--- config.mk ---
export PLATFORM = sky130hd
export DESIGN_NAME = rr_arbiter
export DESIGN_NICKNAME = d
export VERILOG_FILES = /design/src/rtl/arb_pkg.sv /design/src/rtl/priority_encoder.sv /design/src/rtl/rr_arbiter.sv
export SDC_FILE = /design/constraint.sdc
export NUM_CORES = 1
export LEC_CHECK = 0
export ABC_AREA = 0
export CELL_PAD_IN_SITES_DETAIL_PLACEMENT = 1
export CELL_PAD_IN_SITES_GLOBAL_PLACEMENT = 2
export CORE_MARGIN = 2
export CORE_UTILIZATION = 34
export DETAILED_ROUTE_END_ITERATION = 6
export PLACE_DENSITY_LB_ADDON = 0.05
export SKIP_LAST_GASP = 1
export SLEW_MARGIN = 15
export SYNTH_ARGS = -nofsm -noshare
export SYNTH_HDL_FRONTEND = slang
export SYNTH_SLANG_ARGS = --single-unit
--- constraint.sdc ---
create_clock -name clk_i -period 7.91 [get_ports clk_i]
set_clock_uncertainty 0.2 [all_clocks]
set_input_delay 1.582 -clock clk_i [delete_from_list [all_inputs] [get_ports clk_i]]
set_output_delay 1.582 -clock clk_i [all_outputs]
set_load 0.03 [all_outputs]
--- src/rtl/arb_pkg.sv ---
// rtl/arb_pkg.sv - shared types and sizes for the round-robin arbiter
package arb_pkg;

  localparam int NUM_REQ = 32;
  localparam int ID_W    = 5;

  typedef enum logic {IDLE, BUSY} arb_state_t;

  typedef logic [ID_W-1:0] req_id_t;

endpackage

--- src/rtl/priority_encoder.sv ---
// rtl/priority_encoder.sv - 32-bit lowest-index-first priority encoder
module priority_encoder
  import arb_pkg::*;
(
  input  logic [NUM_REQ-1:0] req_i,
  output req_id_t            idx_o,
  output logic               valid_o
);

  // Scan from the top down so the lowest set bit is the last one written.
  always_comb begin
    idx_o   = '0;
    valid_o = 1'b0;
    for (int i = NUM_REQ - 1; i >= 0; i--) begin
      if (req_i[i]) begin
        idx_o   = req_id_t'(i);
        valid_o = 1'b1;
      end
    end
  end

endmodule

--- src/rtl/rr_arbiter.sv ---
// rtl/rr_arbiter.sv - 32-client round-robin arbiter with done/drop/hold-limit release
module rr_arbiter
  import arb_pkg::*;
#(
  parameter int HOLD_MAX = 16
) (
  input  logic                clk_i,
  input  logic                rst_i,
  input  logic [NUM_REQ-1:0]  req_i,
  input  logic                done_i,
  output logic [NUM_REQ-1:0]  gnt_o,
  output logic [ID_W-1:0]     gnt_id_o,
  output logic                gnt_valid_o,
  output logic                timeout_o
);

  // Last cycle index of a grant; hold_cnt never passes it, so it cannot wrap.
  localparam logic [7:0] HOLD_LAST = 8'(HOLD_MAX - 1);

  arb_state_t         state_q, state_d;
  req_id_t            last_id_q, last_id_d;
  req_id_t            gnt_id_q, gnt_id_d;
  logic [NUM_REQ-1:0] gnt_q, gnt_d;
  logic               gnt_valid_q, gnt_valid_d;
  logic               timeout_q, timeout_d;
  logic [7:0]         hold_cnt_q, hold_cnt_d;

  logic [5:0]         shift_amt;
  logic [NUM_REQ-1:0] above_mask;
  req_id_t            above_idx, any_idx, winner;
  logic               above_valid, any_valid;
  logic               owner_req, hit_limit, release_now;

  // Six-bit shift so last_id=31 shifts by 32 and leaves an empty mask.
  assign shift_amt  = {1'b0, last_id_q} + 6'd1;
  assign above_mask = {NUM_REQ{1'b1}} << shift_amt;

  priority_encoder u_enc_above (
    .req_i   (req_i & above_mask),
    .idx_o   (above_idx),
    .valid_o (above_valid)
  );

  priority_encoder u_enc_any (
    .req_i   (req_i),
    .idx_o   (any_idx),
    .valid_o (any_valid)
  );

  assign winner      = above_valid ? above_idx : any_idx;
  assign owner_req   = req_i[gnt_id_q];
  assign hit_limit   = (hold_cnt_q == HOLD_LAST);
  assign release_now = done_i || !owner_req || hit_limit;

  // Next-state logic: grant from IDLE, release or count hold cycles in BUSY.
  always_comb begin
    state_d     = state_q;
    last_id_d   = last_id_q;
    gnt_id_d    = gnt_id_q;
    gnt_d       = gnt_q;
    gnt_valid_d = gnt_valid_q;
    timeout_d   = 1'b0;
    hold_cnt_d  = hold_cnt_q;
    case (state_q)
      IDLE: begin
        if (any_valid) begin
          state_d     = BUSY;
          last_id_d   = winner;
          gnt_id_d    = winner;
          gnt_d       = NUM_REQ'(1) << winner;
          gnt_valid_d = 1'b1;
          hold_cnt_d  = '0;
        end
      end
      BUSY: begin
        if (release_now) begin
          state_d     = IDLE;
          gnt_d       = '0;
          gnt_valid_d = 1'b0;
          // Only a pure hold-limit expiry counts as a timeout.
          timeout_d   = hit_limit && !done_i && owner_req;
        end else begin
          hold_cnt_d  = hold_cnt_q + 8'd1;
        end
      end
      default: state_d = IDLE;
    endcase
  end

  // State registers; reset parks the rotation pointer at 31 so search starts at 0.
  always_ff @(posedge clk_i) begin
    if (rst_i) begin
      state_q     <= IDLE;
      last_id_q   <= req_id_t'(NUM_REQ - 1);
      gnt_id_q    <= '0;
      gnt_q       <= '0;
      gnt_valid_q <= 1'b0;
      timeout_q   <= 1'b0;
      hold_cnt_q  <= '0;
    end else begin
      state_q     <= state_d;
      last_id_q   <= last_id_d;
      gnt_id_q    <= gnt_id_d;
      gnt_q       <= gnt_d;
      gnt_valid_q <= gnt_valid_d;
      timeout_q   <= timeout_d;
      hold_cnt_q  <= hold_cnt_d;
    end
  end

  assign gnt_o       = gnt_q;
  assign gnt_id_o    = gnt_id_q;
  assign gnt_valid_o = gnt_valid_q;
  assign timeout_o   = timeout_q;

endmodule

Word-level counts from Yosys, hierarchy flattened
Index checks and enable logic that the tools add are counted.

Register bits: 53. Output and inout bits: 39.

Reduce and logical (&&, ||, !) cells: 10. Shift-type cells: 2. Equal/unequal tests: 4. $lt $le $gt $ge: 1. Mux-type cells: 143. Add/sub/neg operators: 2. Bitwise operators: 3.

Operator list (number): 2-to-1 mux 5 bit (65); 2-to-1 mux 1 bit (69); 2-to-1 mux 32 bit (2); one-hot mux 32 bit (2 select lines) (1); AND 32 bit (1); left shift 1 x 5 -> 32 bit, first input constant (1); left shift 32 x 6 -> 32 bit, first input constant (1); 2-to-1 mux 8 bit (2); one-hot mux 8 bit (2 select lines) (1); adder 8 x 1 -> 8 bit, second input constant (1); == test 8 x 4 -> 1 bit, second input constant (1); adder 5 x 1 -> 6 bit, second input constant (1); less-than comparator 5 x 6 -> 1 bit, second input constant (1); AND reduction 2 bit (3); binary-select mux 1 bit (select 5 bit) (1); inequality test 2 bit, second input constant (2); one-hot mux 1 bit (2 select lines) (2); OR reduction 3 bit (1); logical AND 1 bit (2); logical NOT 1 bit (2); logical OR 1 bit (2); inequality test 2 x 1 -> 1 bit, second input constant (1); NOT 1 bit (2).

Longest topological paths before layout
Word-level depth: 39. Mapped depth: 15. Gate-level depth less buffers: 12.

By module
Synthesis repeated with hierarchy kept, for this count alone.

Cell total of the unflattened synthesis: 554. Area, all modules: 4205.3 um2.

By module, submodules not included: rr_arbiter (times used 1, cells an instance 424, area an instance 3464.6 um2, seq. area each 1061.0 um2); priority_encoder (times used 2, cells an instance 65, area an instance 370.4 um2, seq. area each 0.0 um2).

Worst setup path after synthesis
OpenSTA, ideal clock, no wires.

Path type: input to register. Start: in req_i[18]. End: reg gnt_q[10] (netlist: gnt_o[10]). Stages: 9. Path slack: 3.928 ns. Path buffers: 1. Arrival: 3.720 ns. Required time: 7.649 ns. Setup time: 0.061 ns. Cell sequence: clkbuf_1 nor4_1 nor2_1 a21oi_1 nand3b_1 o21bai_1 a21oi_1 nor4b_2 a32o_1.

Word-level cells in the longest chain between the ends: 24. Elaborated cells on any way between the ends: 89.

Ends and longest elaborated chain: from (decl) (RTL line rr_arbiter.sv:9) `input logic [NUM_REQ-1:0] req_i,`; AND 32 bit (RTL line rr_arbiter.sv:39) `.req_i (req_i & above_mask),`; 2-to-1 mux 5 bit / 2-to-1 mux 1 bit (equally long branches) (19 in series) (RTL line priority_encoder.sv:15) `if (req_i[i]) begin`; 2-to-1 mux 5 bit (RTL line rr_arbiter.sv:50) `assign winner = above_valid ? above_idx : any_idx;`; left shift 1 x 5 -> 32 bit (RTL line rr_arbiter.sv:70) `gnt_d = NUM_REQ'(1) << winner;`; 2-to-1 mux 32 bit (RTL line rr_arbiter.sv:66) `if (any_valid) begin`; one-hot mux 32 bit (2 select lines) (RTL line rr_arbiter.sv:64) `case (state_q)`; to (signal assigned) (RTL line rr_arbiter.sv:104) `gnt_q <= gnt_d;`; to (decl) (RTL line rr_arbiter.sv:23) `logic [NUM_REQ-1:0] gnt_q, gnt_d;`.

Parallel ways exist; a longest one is shown, timed or not. The select of a mux whose other input is x is not followed. A chain may end at the register's enable or synchronous reset.

Final worst setup path
Start: in req_i[18]. End: reg gnt_q[8] (netlist: gnt_o[8]).

Same word-level chain as after synthesis.

==> results.json <==
{
  "outcome": "complete, but fails checks",
  "violations": "DRC",
  "clock_path_buffers": 2,
  "place_inst": 682,
  "ys.warnings.count": 0,
  "io_pins": 74,
  "timing.final.ws_setup_ns": 2.91,
  "ys.flop_type": "dfxtp_1",
  "hold_path.class": "flip-flop to flip-flop",
  "die_area_mm2": 0.0128,
  "place_ws_ns": 2.61,
  "grt_usage_pct": 23.6,
  "muxShareOfSynthArea_pct": 7.16,
  "ys_seq_area_share_pct": 26.2,
  "peakVddDrop_mv": 0.318,
  "max_clock_freq_mhz": 200,
  "worstPathMaxFanout": 9,
  "cap_violations": 0,
  "synth_cells": 492,
  "drt-initial-drc-count": 284,
  "critPathRequiredTime_ns": 7.94,
  "max_slew_margin_pct": 40.4,
  "cts_resized": 0,
  "synth-adder-area-share_pct": 1.54,
  "path_common_cell": "a21oi_1",
  "grt_max_degree": 33,
  "rsz0062_at_grt": "no",
  "tritoncts": "built",
  "routedWlPerCell_um": 21.8,
  "drv_slew": 0,
  "fin_tns_setup_ns": 0,
  "drive_gt1_share_pct": 10.2,
  "critPathArrivalTime_ns": 5.03,
  "cts_setup_buffers": 0,
  "leakagePower_nw": 1.77,
  "crit_path_end_kind": "flip-flop",
  "drc_errors": 7,
  "ant_nets": 0,
  "core_mm2": 0.0115,
  "synth_top_family_by_area": "compound AO/OA/AOI/OAI gates",
  "critPathKind": "input port to flip-flop",
  "ys_ff_latch": 53,
  "grt_pass1_wl_um": 24000,
  "synth.avg_cell_area_um2": 8.24,
  "area_delta_synth_final_pct": 23.2,
  "synth_edf_count": 0,
  "place_congestion": 0.901,
  "setup_viol": 0,
  "grt_pass1_vias": 4267,
  "worst_pin_slew_ns": 0.893,
  "drt-total-wl_um": 15000,
  "dp_hpwl_um": 11400,
  "numClockSinks": 53,
  "synth.largest_area_cell": "dfxtp_1",
  "start_kind": "input port",
  "routed_via_density": 6.19,
  "holdWs_ns": 0.249,
  "die_h_um": 113,
  "postSynth.asyncResetShare_pct": 0,
  "cts_made_buffers": 5,
  "insertion_delay_ns": 0.29,
  "vias": 4269,
  "initial_utilization_pct": 35.2,
  "syn_area_mm2": 0.00405,
  "synth-xor-area-share_pct": 2.53,
  "p_per_area_mw_per_mm2": 489,
  "diodes": 0,
  "path_cells": "clkdlybuf4s50_1, nor4_1, nor2_1, a21oi_1, nand3b_1, o21bai_1, a21oi_1, nor4b_2, a32o_1",
  "design_area_mm2": 0.00499,
  "synthesis.nets": 532,
  "fin_crit_sh_pct": 63.2,
  "critPathBufInv": 1,
  "crit_slowest_cell": "nor4b_2",
  "die_x_um": 113,
  "synthTopCellsByCount": "53 x dfxtp_1, 53 x nand2_1, 53 x nor2_1",
  "dr.pass1.iters": 7,
  "finalHoldViolations": 0,
  "ys_types": 85,
  "max_stage_delay_ns": 0.76,
  "io_buffers": 73,
  "gr-total-overflow": 0,
  "placed_cell_area_mm2": 0.00482,
  "synthSimpleGateAreaFrac_pct": 26.3,
  "synth_area_leaders": "dfxtp_1 26%, mux4_2 5.6%, nand2_1 4.9%",
  "cts.hold.buffers_added": 0,
  "min_period_ns": 5.00,
  "cp_top_family": "simple AND/OR/NAND/NOR gates",
  "htreeDepth": 2,
  "placementRows": 39,
  "synth_compound_area_share_pct": 31.1,
  "nNetsFinal": 586,
  "clock-root-buffer": "clkbuf_16",
  "synth_top_area_share_pct": 26.2,
  "antenna_found_initial": 0,
  "layout.cells.non_filler": 690,
  "cts.clk_slew.worst_paths_ns": 0.07
}
## layout make-up
class / count / area [µm²]
Multi-Input combinational cell: 398 / 2790
Tap cell: 143 / 179
Sequential cell: 53 / 1060
Inverter: 13 / 48.8
Clock inverter: 2 / 38.8
Clock buffer: 6 / 129
Fill cell: 1375 / 6520
Timing Repair Buffer: 75 / 746
## worst min-delay path, delay by kind of cell, from the launching register on
kind            cells  cell delay, ns
flops               1            0.31
simple gates        1            0.05
compound gates      1            0.05
## per-stage QoR
stage	total power [mW]	util (%)
detailed placement	2.18	41.8
floorplan	1.73	-
CTS	2.44	43.3
finish	2.44	43.4
global placement	2.15	41.8
global route	2.63	43.4
## cells by family after synthesis
kind of cell | Yosys count
and+or+nand+nor | 204
xor gates and xnor gates | 10
DFF | 53
adders and majority gates | 5
muxes | 16
AOI/OAI and AO/OA | 163
buffers and inverters | 41
## final timing paths
path / startpoint / endpoint / slack (ns) / cells past startpoint
setup / recovery: req_i[18] / gnt_o[8] / 2.91 / 9
hold / removal: gnt_o[20] / gnt_o[20] / 0.25 / 2
setup reg to reg: last_id_q[1] / gnt_o[30] / 3.09 / 12
hold reg to reg: gnt_o[20] / gnt_o[20] / 0.25 / 2
## sequential cells by signal (all words and copies together), names as in the netlist
name	count
last_id_q	5
gnt_valid_o	1
timeout_o	1
gnt_o	32
state_q	1
hold_cnt_q	8
gnt_id_o	5
## placed cells by master, fill, tap and decap left out, types with 6 or more instances in the layout
| cell | n |
|---|---|
| clkdlybuf4s50_1 | 73 |
| nand2_1 | 53 |
| dfxtp_1 | 53 |
| nor2_1 | 52 |
| a21oi_1 | 32 |
| o21ai_0 | 17 |
| a32o_1 | 17 |
| nand3_1 | 14 |
| inv_1 | 13 |
| nor3_1 | 13 |
| nor2b_1 | 12 |
| mux4_2 | 10 |
| nand2b_1 | 8 |
| nor4_1 | 8 |
| o41ai_1 | 8 |
| xor2_1 | 6 |
## layer usage
metal	wire (µm)	vias up	global-route usage [%]
met4	170	0	3.90
met5	0	-	0
li1	-	2003	-
met1	7230	2120	34.2
met3	814	15	4.12
met2	6820	131	37.3
## power breakdown
group	internal [mW]	switching, mW	leakage (nW)	total (mW)
Clock	0.150	0.0968	0.0810	0.247
Combinational	0.606	1.17	1.26	1.77
Sequential	0.329	0.0972	0.431	0.426
Total	1.09	1.36	1.77	2.44
Note: power is estimated with default switching activity, not from simulation.
